**src/rtl/aes_pkg.sv**
```systemverilog
// Shared types for the byte-serial AES datapath.
// Byte 0 of a state is the most significant byte.
package aes_pkg;

    localparam int AES_BYTES = 16;

    typedef logic [127:0] aes_state_t;
    typedef logic [7:0]   aes_byte_t;
    typedef logic [3:0]   byte_idx_t;

    typedef enum logic [1:0] {
        IDLE,
        XOR,
        DONE
    } ark_state_e;

endpackage

```
**src/rtl/ark_lane_xor.sv**
```systemverilog
// XORs the LANES key bytes starting at cnt into the working state.
// Bytes outside the selected group pass through untouched.
module ark_lane_xor
    import aes_pkg::*;
#(
    parameter int LANES = 1
) (
    input  aes_state_t work,
    input  aes_state_t key,
    input  byte_idx_t  cnt,
    output aes_state_t result
);

    logic [4:0] base;
    logic [4:0] top;

    assign base = {1'b0, cnt};
    assign top  = base + 5'(LANES);

    for (genvar i = 0; i < AES_BYTES; i++) begin : g_byte
        localparam logic [4:0] IDX = 5'(i);
        logic      sel;
        aes_byte_t w;
        aes_byte_t k;

        assign w   = work[127-8*i -: 8];
        assign k   = key[127-8*i -: 8];
        assign sel = (IDX >= base) && (IDX < top);

        assign result[127-8*i -: 8] = sel ? (w ^ k) : w;
    end

endmodule

```
**src/rtl/add_round_key.sv**
```systemverilog
// Byte-serial AES AddRoundKey with valid/ready on both sides.
// One LANES-byte group is folded in per cycle; result held until taken.
module add_round_key
    import aes_pkg::*;
#(
    parameter int LANES = 1
) (
    input  logic       clk,
    input  logic       rst_n,
    input  logic       in_valid,
    output logic       in_ready,
    input  aes_state_t state_in,
    input  aes_state_t round_key,
    output logic       out_valid,
    input  logic       out_ready,
    output aes_state_t state_out,
    output logic       busy
);

    localparam byte_idx_t LAST = byte_idx_t'(AES_BYTES - LANES);
    localparam byte_idx_t STEP = byte_idx_t'(LANES);

    ark_state_e state;
    aes_state_t work;
    aes_state_t key;
    aes_state_t lane_res;
    byte_idx_t  cnt;

    ark_lane_xor #(
        .LANES (LANES)
    ) u_lane (
        .work   (work),
        .key    (key),
        .cnt    (cnt),
        .result (lane_res)
    );

    always_ff @(posedge clk or negedge rst_n) begin
        if (!rst_n) begin
            state     <= IDLE;
            work      <= '0;
            key       <= '0;
            cnt       <= '0;
            state_out <= '0;
            out_valid <= 1'b0;
            in_ready  <= 1'b1;
            busy      <= 1'b0;
        end else begin
            unique case (state)
                IDLE: begin
                    if (in_valid) begin
                        work     <= state_in;
                        key      <= round_key;
                        cnt      <= '0;
                        in_ready <= 1'b0;
                        busy     <= 1'b1;
                        state    <= XOR;
                    end
                end
                XOR: begin
                    work <= lane_res;
                    // Hold cnt on the final group so it never wraps.
                    if (cnt == LAST) begin
                        state_out <= lane_res;
                        out_valid <= 1'b1;
                        state     <= DONE;
                    end else begin
                        cnt <= cnt + STEP;
                    end
                end
                DONE: begin
                    if (out_ready) begin
                        out_valid <= 1'b0;
                        in_ready  <= 1'b1;
                        busy      <= 1'b0;
                        state     <= IDLE;
                    end
                end
                default: state <= IDLE;
            endcase
        end
    end

endmodule

```
**config.mk**
```make
export PLATFORM = sky130hd
export DESIGN_NAME = add_round_key
export DESIGN_NICKNAME = d
export VERILOG_FILES = /design/src/rtl/aes_pkg.sv /design/src/rtl/ark_lane_xor.sv /design/src/rtl/add_round_key.sv
export SDC_FILE = /design/constraint.sdc
export NUM_CORES = 1
export LEC_CHECK = 0
export ABC_AREA = 1
export CAP_MARGIN = 40
export CORE_MARGIN = 5
export CORE_UTILIZATION = 45
export DETAILED_ROUTE_END_ITERATION = 10
export HOLD_SLACK_MARGIN = 0.05
export PLACE_DENSITY = 0.77
export SYNTH_ARGS = -nofsm -noshare
export SYNTH_HDL_FRONTEND = slang
export SYNTH_SLANG_ARGS = --single-unit
```
**constraint.sdc**
```tcl
create_clock -name clk -period 4.35 [get_ports clk]
set_clock_uncertainty 0.05 [all_clocks]
set_input_delay 1.0875 -clock clk [delete_from_list [all_inputs] [get_ports clk]]
set_output_delay 1.0875 -clock clk [all_outputs]
set_load 0.03 [all_outputs]
```
# Yosys cells after proc, flatten, opt, wreduce, memory -nomap -nowiden
# Index checks and enable logic that the tools add are counted.
# totals
in_bits	260
reg_bits	393
word_cells	125
# classes
n_mux	33
order_cmp	32
reduce_logical	27
eq_ne	7
bitwise_logic	16
addsub	2
# op_table
operator	n
$pmux 128 s2	1
$mux 128	1
$mux 8	16
$xor 8x8->8	16
$lt 4x5->1 const A	8
$ge 4x4->1 const A	8
$lt 3x5->1 const A	4
$ge 3x4->1 const A	4
$logic_and 1x1->1	16
$reduce_and 3->1	4
$lt 1x5->1 const A	2
$lt 2x5->1 const A	2
$ge 1x4->1 const A	2
$ge 2x4->1 const A	2
$mux 4	2
$ne 2x2->1 const B	4
$pmux 4 s2	1
$mux 2	3
$pmux 1 s2	3
$pmux 2 s3	1
$reduce_and 2->1	3
$reduce_bool 2->1	3
$add 4x1->5 const B	1
$mux 1	5
5 further kinds	5

# Longest topological paths before layout
# Gate-level depths: netlist (run 1).
# logic_depth
ltp_word	5
ltp_mapped	14

# Hierarchy
# From an unflattened synthesis (run 1), not the netlist that was laid out.
# hier_totals
cells_unflattened	2678
hier_area_um2	19459.9
# by_module_without_submodules
mod	area_per_inst_um2	n_inst	cells_per_inst
add_round_key	16349.4	1	2085
ark_lane_xor	3110.5	1	593

# Least setup slack after synthesis (run 1)
# OpenSTA, ideal clock, no wires.
# synth_timing
path_kind	input to register
from	input port in_valid
to	register work[104]
setup_ns	0.066
path_buffers	2
path_slack_ns	2.146
cell_stages	7
arrival_ns	2.089
cell_sequence	nand2_1 inv_2 nor2_1 buf_2 clkbuf_1 nand2_1 nand2_1
# synth_via
elab_chain_cells	2
# synth_rtl
item	line_no	rtl
from (decl)	add_round_key.sv:10	input logic in_valid,
$ne 2x2->1 (no source line)	--	
$reduce_and 2->1 (no source line)	--	
to (signal assigned)	add_round_key.sv:52	work <= state_in;
to (signal assigned)	add_round_key.sv:61	work <= lane_res;
to (decl)	add_round_key.sv:24	aes_state_t work;
# Every way passes these cells.
# A chain may end at the register's enable or synchronous reset.

# Final worst setup path (run 1)
# layout_timing
from	register cnt[0]
to	register state_out[114]
# layout_via
elab_chain_cells	4
elab_cells_between_ends	7
cone_classes	1 x add/sub; 2 x order compare; 1 x eq/ne; 1 x mux; 2 x reduce/logical
# layout_rtl
item	line_no	rtl
from (decl)	add_round_key.sv:27	byte_idx_t cnt;
from (signal assigned)	add_round_key.sv:68	cnt <= cnt + STEP;
$add 4x1->5	ark_lane_xor.sv:18	assign top = base + 5'(LANES);
$lt 1x5->1	ark_lane_xor.sv:28	assign sel = (IDX >= base) && (IDX < top);
$logic_and 1x1->1	ark_lane_xor.sv:28	
$mux 8	ark_lane_xor.sv:30	assign result[127-8*i -: 8] = sel ? (w ^ k) : w;
to (signal assigned)	add_round_key.sv:64	state_out <= lane_res;
to (decl)	add_round_key.sv:16	output aes_state_t state_out,
# Parallel ways exist; a longest one is shown, timed or not.

==> out/metrics.yaml, run 1 <==
outcome:
  status: "finished clean"
cts:
  cts_resized: 0
  tritoncts: "done"
  cts_made_buffers: 44
  clk_pin_slew_ps: 60
  cts_max_level: 2
  cts.sinks: 393
  cts_root_buf: "clkbuf_16"
  clk_latency_ps: 560
  cts_hold_buffers: 0
  cts_setup_buffers: 0
  clockBufferDepth: 3
power:
  switching_power_uw: 8457
  p_leak_uw: 0.01264
  internal_power_uw: 10790
  p_seq_frac: 0.338
  ir_drop_mv: 0.4476
  power_density_mw_per_mm2: 768.6
  p_comb_frac: 0.468
  clkPwrFrac: 0.195
  switching_share: 0.4394
drt:
  drt-wirelength-per-cell_um: 17.88
  drtIter0Drc: 1915
  final_antenna_net_count: 0
  via_count: 18370
  drt-total-wl_um: 61190
  drc_errors: 0
  vias_per_cell: 5.369
  dr.pass1.iters: 8
synthesis:
  ys_warn_count: 0
  ys_types: 33
  ys_seq_area_frac: 0.5118
  synth_nets: 2783
  synth_ff_type: "dfrtp_1"
  ys_ff_latch: 393
  synthTopCellsByArea: "dfrtp_1 51%, nand2_1 23%, nand3_1 5.9%, nor2_1 2.8%, inv_1 2.7%"
  yosysMostFrequentCell: "nand2_1"
  synth_common_cells: "1170 x nand2_1, 392 x dfrtp_1, 225 x nand3_1, 142 x nor2_1, 136 x inv_1"
  syn_area_mm2: 0.01922
  synth_edf_count: 0
  yosysTopAreaCellShare: 0.5104
  synth_cells: 2519
  synth_area_leader_cell: "dfrtp_1"
  synth.avg_cell_area_um2: 7.629
  async_flop_share: 1.000
floorplanning:
  num_rows: 75
  die_area_mm2: 0.04694
  core_area_mm2: 0.04213
  die_width_um: 216.7
  io-pin-count: 391
  die_y_um: 216.7
  start_util: 0.4561
critical_path:
  cp.required_ps: 4750
  end_kind: "register"
  criticalPathCategory: "register to register"
  arrival_ps: 3540
  path_cells: "ha_1 > nand3_4 > nand3_1 > o21ai_2 > o21ai_0 > nand2_1 > nand2_1"
  start_kind: "register"
  max_stage_delay_ps: 870
  slowest_stage: "o21ai_2"
  worstPathMaxFanout: 17
  crit_top_cell: "nand2_1"
sta:
  max_slew_margin: 0.3611
  report.final.slew_viol_count: 0
  fin_ws_ps: 1202
  hold_viol: 0
  timing.final.crit_share: 0.7237
  tns_ps: 0
  setup_viol: 0
  fin_crit_ps: 3148
  rsz0062_at_grt: "false"
  max_freq_mhz: 317.6
  tightest_slew_ps: 958.4
finish:
  final_nets: 3113
  fin_area_mm2: 0.02504
  drive_gt1_frac: 0.04547
  fin_util: 0.5942
  area_growth_pct: 30.28
place:
  gp_congestion: 0.8498
  placed_cell_area_mm2: 0.02358
  port_buffers: 390
  dp_hpwl_um: 40380
  place_ws_ps: 1126
grt:
  overflow: 0
  grt_usage: 0.2545
  grt_pass1_vias: 18640
  grt_antenna_before_repair: 5
  grt_pass1_wl_um: 98420
  grt_max_degree: 141
job:
  cap_violations: 0
worst_hold_path:
  holdCritPathClass: "register to register"
==> critical path, delay by kind of cell (launching register included) <==
kind            cells  cell delay [ps]
compound gates      2             1100
fa+ha+maj           1              340
flops               1              520
simple gates        4             1020
==> registers in the layout (all words and copies together), names as in the netlist <==
register	count
work	128
key	128
out_valid	1
in_ready	1
cnt	4
busy	1
state	2
state_out	128
==> final timing paths <==
kind	startpoint	end	slack, ps	cells past startpoint
setup / recovery	cnt[0]	state_out[114]	1200	7
hold / removal	key[65]	key[65]	430	2
setup reg to reg	cnt[0]	state_out[114]	1200	7
hold reg to reg	key[65]	key[65]	430	2
max in group asynchronous	rst_n	state_out[35]	2850	2
min in group asynchronous	rst_n	state_out[90]	460	1
==> placed cells by master, fill, tap and decap left out, types with 3 or more instances in the layout <==
cell,count
clkinv_4,4
nand3_2,3
a31oi_1,12
nand2_2,9
buf_4,12
xnor2_1,40
clkbuf_1,9
nor2_4,6
clkbuf_8,12
nand3_1,225
nand2_1,1169
o21ai_0,53
a21oi_1,25
dfrtp_1,392
clkdlybuf4s50_1,389
inv_1,136
clkinv_2,5
nor2_2,5
ha_1,4
o21bai_1,8
buf_12,8
nor2_1,140
o21ai_1,18
clkbuf_16,45
nand4_1,49
o22ai_1,16
xor2_1,56
inv_2,5
nand3b_1,8
==> stage by stage <==
| step | power (uW) | instances | hold slack (ps) |
|---|---|---|---|
| floorplan | 12410 | 2519 | 399.2 |
| global placement | 14950 | 3338 | 406.9 |
| detailed placement | 15460 | 3342 | 406.0 |
| CTS | 19310 | 3420 | 430.0 |
| global route | 20650 | 3421 | 441.1 |
| finish | 19240 | 3422 | 428.7 |
==> power by group through the flow <==
stage	clock [uW]	sequential [uW]	combinational, uW
floorplan	0	7060	5350
global placement	0	6430	8520
detailed placement	0	6500	8960
CTS	3800	6470	9030
global route	3940	6680	10000
finish	3740	6500	9000
==> metal layers <==
metal  up-vias  global-route usage  wire length [um]
li1       8555                   -                 -
met1      8851              0.3388             25210
met2       840              0.4197             29490
met3       121             0.04912              4704
met4         6             0.08819              1748
met5         -                   0                46
==> final cells by class <==
class / instances / area [um2]
Tap cell: 539 / 674.4
Clock buffer: 66 / 1325
Multi-Input combinational cell: 1854 / 8303
Sequential cell: 393 / 9836
Antenna cell: 2 / 5.005
Fill cell: 3612 / 17100
Clock inverter: 12 / 127.6
Inverter: 144 / 553.0
Timing Repair Buffer: 412 / 4214
==> kinds of logic after synthesis <==
kind of cell / after synthesis / synth area share
AO/OA/AOI/OAI: 136 / 0.04023
adder cells (fa/ha/maj): 4 / 0.002604
buffers and inverters: 272 / 0.05762
AND/OR/NAND/NOR: 1618 / 0.3440
XOR/XNOR: 96 / 0.04375
flip-flops: 393 / 0.5118
Power figures use the tool's default switching activity.
==> run 2, diff against run 1 <==
Settings changed: PLACE_DENSITY 0.77 to 0.8.
Clock period 4.35 ns to 2.7 ns, I/O delays scaled along.
==> out/metrics.yaml, run 2 (synthesized netlist as in run 1, its figures left out) <==
sta:
  max_freq_mhz: 400.0
  rsz0062_at_grt: "false"
  hold_viol: 0
  tightest_slew_ps: 778.7
  setup_viol: 0
  max_slew_margin: 0.4808
  tns_ps: 0
  report.final.slew_viol_count: 0
  fin_crit_ps: 2500
  timing.final.crit_share: 0.9258
critical_path:
  r2r_start: "cnt[1]"
  criticalPathCategory: "register to register"
  critPathLaunch: "cnt[1]"
  cp.required_ps: 3100
  r2r_slack_ps: 200
  start_kind: "register"
  worstPathMaxFanout: 20
  end_kind: "register"
  arrival_ps: 2900
cts:
  clk_pin_slew_ps: 60
  tritoncts: "done"
  cts_root_buf: "clkbuf_16"
  cts_max_level: 2
  cts_setup_buffers: 0
  clockBufferDepth: 3
  clk_latency_ps: 560
  cts.sinks: 393
  cts_made_buffers: 43
power:
  power_density_mw_per_mm2: 1232
  ir_drop_mv: 0.6523
  p_leak_uw: 0.01273
drt:
  final_antenna_net_count: 0
  dr.pass1.iters: 6
  vias_per_cell: 5.309
  drt-total-wl_um: 60860
  drt-wirelength-per-cell_um: 17.70
  via_count: 18250
  drc_errors: 0
  drtIter0Drc: 1815
place:
  port_buffers: 390
  numPlacedInstances: 3359
  gp_congestion: 0.8463
  dp_hpwl_um: 41190
  placed_cell_area_mm2: 0.02374
finish:
  layout_common_cells: "1168 x nand2_1, 391 x dfrtp_1, 389 x clkdlybuf4s50_1, 224 x nand3_1, 140 x nor2_1"
  final_cells: 3438
  fillers: 3589
  fin_area_mm2: 0.02521
  seq_area_mm2: 0.009837
  final_nets: 3130
  multi_input_area_mm2: 0.008315
  reg_top3: "key: 128 flops, state_out: 128 flops, work: 128 flops"
  area_growth_pct: 31.18
  fin_util: 0.5983
  drive_gt1_frac: 0.05145
  layout_commonest_cell: "nand2_1"
grt:
  grt_pass1_wl_um: 97620
  overflow: 0
  grt_usage: 0.2535
  grt_max_degree: 96
  grt_antenna_before_repair: 5
  grt_pass1_vias: 18460
worst_hold_path:
  min_from: "in_ready"
  holdCritPathClass: "register to register"
floorplanning:
  die_width_um: 216.7
  core_area_mm2: 0.04213
  die_y_um: 216.7
  num_rows: 75
  die_area_mm2: 0.04694
  io-pin-count: 391
  start_util: 0.4561
outcome:
  status: "finished clean"
job:
  cap_violations: 0
-- run 2: path summary, 6_finish.rpt --
kind                             to  cells after the start
hold / removal             in_ready                      2
min in group asynchronous   key[85]                      2
setup / recovery           work[54]                     11
max in group asynchronous  in_ready                      3
setup reg to reg           work[54]                     11
hold reg to reg            in_ready                      2
-- run 2: repair_timing --
action / CTS / global route
endpoints found under the setup margin: 0 / 73
resized for setup: 0 / 4
endpoints found under the hold margin: 49 / 0
hold buffers: 1 / 0
-- run 2: final cells by class --
cell class | count | area share
antenna | 3 | 0.0002978
clock buffer | 69 | 0.05459
clock inverter | 6 | 0.002382
inverter | 144 | 0.02194
multi-input combinational | 1854 | 0.3298
sequential | 393 | 0.3902
tap | 539 | 0.02675
timing repair buffer | 430 | 0.1740
-- run 2: power by group --
part	leakage [uW]	switching (uW)	total (uW)	internal, uW
combinational	0.00704	9260	14600	5340
clock	0.000705	2400	5970	3570
sequential	0.00498	1920	10500	8570
-- run 2: critical path, stage by stage, from the launching register on --
cell	delay (ps)
dfrtp_1	490
inv_1	180
ha_1	400
inv_1	110
nand3_1	160
nand2_1	110
nand2_4	210
nand2_1	270
nand2_1	160
nand3_1	80
nand2_1	100
nand2_1	50
-- run 2: through the flow --
stage | power (uW) | hold slack [ps] | setup slack (ps)
after global routing | 33350 | 425.4 | 26.67
after floorplan | 20000 | 329.4 | 703.8
final | 31060 | 414.9 | 200.2
after detailed placement | 25000 | 405.0 | 23.24
after CTS | 31130 | 413.8 | 21.29
after global placement | 24350 | 403.5 | 184.8
-- run 2: layer usage --
metal  wire length (um)  global-route usage
met5                 26                   0
met4               2036             0.09540
met3               4975             0.05554
met2              28940              0.4141
met1              24880              0.3334
